--- config.mk ---
export PLATFORM = sky130hd
export DESIGN_NAME = pulse_measure
export DESIGN_NICKNAME = d
export VERILOG_FILES = /design/src/rtl/pulse_measure.sv
export SDC_FILE = /design/constraint.sdc
export NUM_CORES = 1
export LEC_CHECK = 0
export CAP_MARGIN = 40
export CORE_MARGIN = 2
export CORE_UTILIZATION = 56
export CTS_CLUSTER_DIAMETER = 200
export DETAILED_ROUTE_END_ITERATION = 10
export HOLD_SLACK_MARGIN = 0.05
export PLACE_DENSITY = 0.85
export SYNTH_ARGS = -nofsm -noshare
export SYNTH_HDL_FRONTEND = slang
export SYNTH_SLANG_ARGS = --single-unit
--- constraint.sdc ---
create_clock -name clk -period 2.7 [get_ports clk]
set_clock_uncertainty 0.2 [all_clocks]
set_input_delay 0.405 -clock clk [delete_from_list [all_inputs] [get_ports clk]]
set_output_delay 0.405 -clock clk [all_outputs]
set_load 0.05 [all_outputs]
--- src/rtl/pulse_measure.sv ---
// Measures high width and period of a signal from its single-cycle edge strobes.
// One registered record per completed period; timeout/saturation yields an overflow record.
module pulse_measure #(
  parameter int unsigned CNT_W = 16
) (
  input  logic             clk,
  input  logic             rst_n,
  input  logic             raising,
  input  logic             falling,
  input  logic             clr,
  output logic [CNT_W-1:0] high_cnt,
  output logic [CNT_W-1:0] period_cnt,
  output logic             overflow,
  output logic             valid,
  output logic             busy
);

  localparam logic [CNT_W-1:0] MAXC = '1;
  localparam logic [CNT_W-1:0] ONE  = CNT_W'(1);

  typedef enum logic [1:0] {StIdle, StHigh, StLow} state_e;

  state_e           state;
  logic [CNT_W-1:0] hcnt;
  logic [CNT_W-1:0] pcnt;

  always_ff @(posedge clk or negedge rst_n) begin
    if (!rst_n) begin
      state      <= StIdle;
      hcnt       <= '0;
      pcnt       <= '0;
      high_cnt   <= '0;
      period_cnt <= '0;
      overflow   <= 1'b0;
      valid      <= 1'b0;
      busy       <= 1'b0;
    end else begin
      valid <= 1'b0;
      if (clr) begin
        state      <= StIdle;
        hcnt       <= '0;
        pcnt       <= '0;
        high_cnt   <= '0;
        period_cnt <= '0;
        overflow   <= 1'b0;
        busy       <= 1'b0;
      end else begin
        case (state)
          StIdle: begin
            if (raising) begin
              state <= StHigh;
              hcnt  <= ONE;
              pcnt  <= ONE;
              busy  <= 1'b1;
            end
          end
          StHigh, StLow: begin
            if (raising) begin
              // A raising while still HIGH means the falling edge was missed.
              high_cnt   <= (state == StHigh) ? pcnt : hcnt;
              period_cnt <= pcnt;
              overflow   <= 1'b0;
              valid      <= 1'b1;
              hcnt       <= ONE;
              pcnt       <= ONE;
              state      <= StHigh;
              busy       <= 1'b1;
            end else if (pcnt == MAXC) begin
              high_cnt   <= (state == StHigh) ? MAXC : hcnt;
              period_cnt <= MAXC;
              overflow   <= 1'b1;
              valid      <= 1'b1;
              hcnt       <= '0;
              pcnt       <= '0;
              state      <= StIdle;
              busy       <= 1'b0;
            end else if (state == StHigh && falling) begin
              state <= StLow;
              pcnt  <= pcnt + ONE;
            end else begin
              pcnt <= pcnt + ONE;
              if (state == StHigh) hcnt <= hcnt + ONE;
            end
          end
          default: begin
            state <= StIdle;
            busy  <= 1'b0;
          end
        endcase
      end
    end
  end

endmodule

==> run metrics <==
worst skew pair latency=about 360 ps; Worst VDD drop=437 uV; post-DR wirelength/cell=17.6 um; worst path required time=2780 ps; max_cap viols=0; Leakage Power=1.74 nW; gp weighted congestion=0.924; Syn Nets=410; CP arrival=2570 ps; critical path class=reg -> reg; first-pass GRT wire length=15.4 mm; Filler Cell Count=497; Area after DPL=4030 um^2; layout cell share with drive strength beyond 1=9.75%; Diodes inserted=0; Post-CTS Setup Inserts=0; Power Density=between 500 and 600 nW/um^2; peak fanout along the critical path=32; pin count of the biggest net entering global routing=70; H-Tree Depth=3; drt drc=0; GR Overflow Total=0; Fmax=401 MHz; final setup violation count=0; Cell Area, Synth=3570 um^2; Yosys warnings=0; CTS root buf=clkbuf_8; via density per instance=6.36; Final Hold Viols=0; Buffers on Ports=39; Slew Limit Headroom=55.1%; Post-CTS Hold Fix Bufs=1; Worst setup SP type=flop; synthesis-to-layout area growth=19.5%; initial core utilization=between 50% and 60%; I/O pins=40; Synth area leaders=dfrtp_1, nor2_1, a31oi_1; final instance area=4270 um^2; nets@finish=between 400 and 500; vias in the first global route=3060; Chip Height=83.9 um; core area=roughly 6200 um^2; pins over their slew limit=0; initial antenna violation count=0; status=finished clean; Vias=3293; total CTS buffers=9; Clock Path Buffers=2; Row Count=29; Die W=83.9 um; detailed placement HPWL=6.02 mm; Die Area=7030 um^2; crit path capture type=flop; asr flop ratio synth=100%; Synth top area share=48.3%; ANT nets after route=0; DR pass1 iterations=5; Iter 0 DRT Violations=345; RSZ-0062 raised after global routing=false; final wirelength=just over 9 mm; Hold Path Class=reg -> reg; Post-synth EDFFs=0; post-synthesis sequential area ratio=48.3%; syn_area_per_cell=between 8 and 9 um^2; CTS tree=done; Slew @ Worst Pin=668 ps; post-route setup TNS=0 ps; Yosys cell types=42; Seq cells post-synth=69; Reg clk slew, reported paths=approximately 80 ps; Min Clock Period, post-route=2490 ps; most used flip-flop cell after synthesis=dfrtp_1; final period utilization=92.3%; post-CTS sizing=0; CTS Sinks=69; Synth Instances=400; largest area contributor in the netlist=dfrtp_1; GRT Overall Usage=around 28%
stage by stage:
stage | util, % | std cells | setup WS, ps | hold slack (ps) | power (mW)
global placement | 64.4 | 500 | 273 | 252 | 1.50
global route | 68.4 | 518 | 88.6 | 341 | 2.56
detailed placement | 64.6 | 501 | 253 | 259 | 1.51
floorplan | - | 400 | 457 | -90.6 | 1.37
CTS | 68.4 | 518 | 236 | 322 | 2.48
finish | 68.4 | 518 | 207 | 319 | 2.48
layout by cell type, fill, tap and decap left out, drive strengths merged, types with 7 or more instances in the layout:
master and count:
nand4 9, buf 19, nand2 44, inv 11, nor3 20, nand3b 16
dfrtp 69, nor2 51, a31oi 29, o211ai 14, nand3 15, a41oi 7
o21ai 16, clkdlybuf4s50 38, clkbuf 10, a21oi 32
layer usage:
metal  up-vias  wire length, um  GRT usage [%]
li1       1529                -              -
met1      1586             3970           39.8
met2       153             4270           42.3
met3        25              629           4.45
met4         0              240           11.1
met5         -                0              0
sequential cells by signal, indices dropped and copies added (netlist names):
signal	cells
high_cnt	16
overflow	1
busy	1
valid	1
pcnt	16
period_cnt	16
state	2
hcnt	16
worst max-delay path, stage by stage, from the launching register on:
cell      delay, ps
dfrtp_1         480
ha_1            250
nand3_2         170
nor4_4          300
buf_4           250
o21a_4          370
o211ai_1        190
a21oi_1         200
cell usage after synthesis, types with 3 or more instances:
library cell / number
buf_2: 7
ha_1: 5
a31oi_1: 29
nor2_1: 50
a41oi_1: 7
nor3_1: 19
nand4_1: 8
nand2_1: 44
o211ai_1: 14
nor4_1: 3
a21oi_1: 32
nand3b_1: 16
buf_6: 5
or3_1: 5
clkbuf_1: 19
o21ai_0: 14
inv_1: 9
dfrtp_1: 69
nand2b_1: 3
nand3_1: 14
logic make-up after synthesis:
kind of cell,count (synthesis),synth area share [%]
and+or+nand+nor,173,24.5
AOI/OAI and AO/OA,110,19.4
DFF,69,48.3
buffers and inverters,42,5.78
adders and majority gates,5,1.75
muxes,1,0.280
report_power, final:
part | total (mW) | internal (mW) | switching [mW] | leakage, nW
Sequential | 1.10 | 1.07 | 0.0316 | 0.949
Clock | 0.988 | 0.553 | 0.434 | 0.113
Combinational | 0.396 | 0.124 | 0.272 | 0.675
Total | 2.48 | 1.75 | 0.738 | 1.74
cell type report:
| class | instances | area [um^2] | share of cell area [%] |
|---|---|---|---|
| clock buffer | 10 | 138 | 3.22 |
| clock inverter | 6 | 93.8 | 2.20 |
| inverter | 9 | 33.8 | 0.791 |
| multi-input combinational | 289 | 1640 | 38.4 |
| sequential | 69 | 1730 | 40.4 |
| tap | 77 | 96.3 | 2.26 |
| timing repair buffer | 58 | 543 | 12.7 |
path summary, 6_finish.rpt:
kind                       slack (ps)  cells after the start        start            end
hold / removal                    320                      2  high_cnt[4]    high_cnt[4]
max in group asynchronous        1600                      3        rst_n  period_cnt[9]
min in group asynchronous         390                      3        rst_n        hcnt[2]
setup reg to reg                  210                      7      pcnt[0]    high_cnt[1]
hold reg to reg                   320                      2  high_cnt[4]    high_cnt[4]
setup / recovery                  210                      7      pcnt[0]    high_cnt[1]
(Power assumes the default switching activity.)
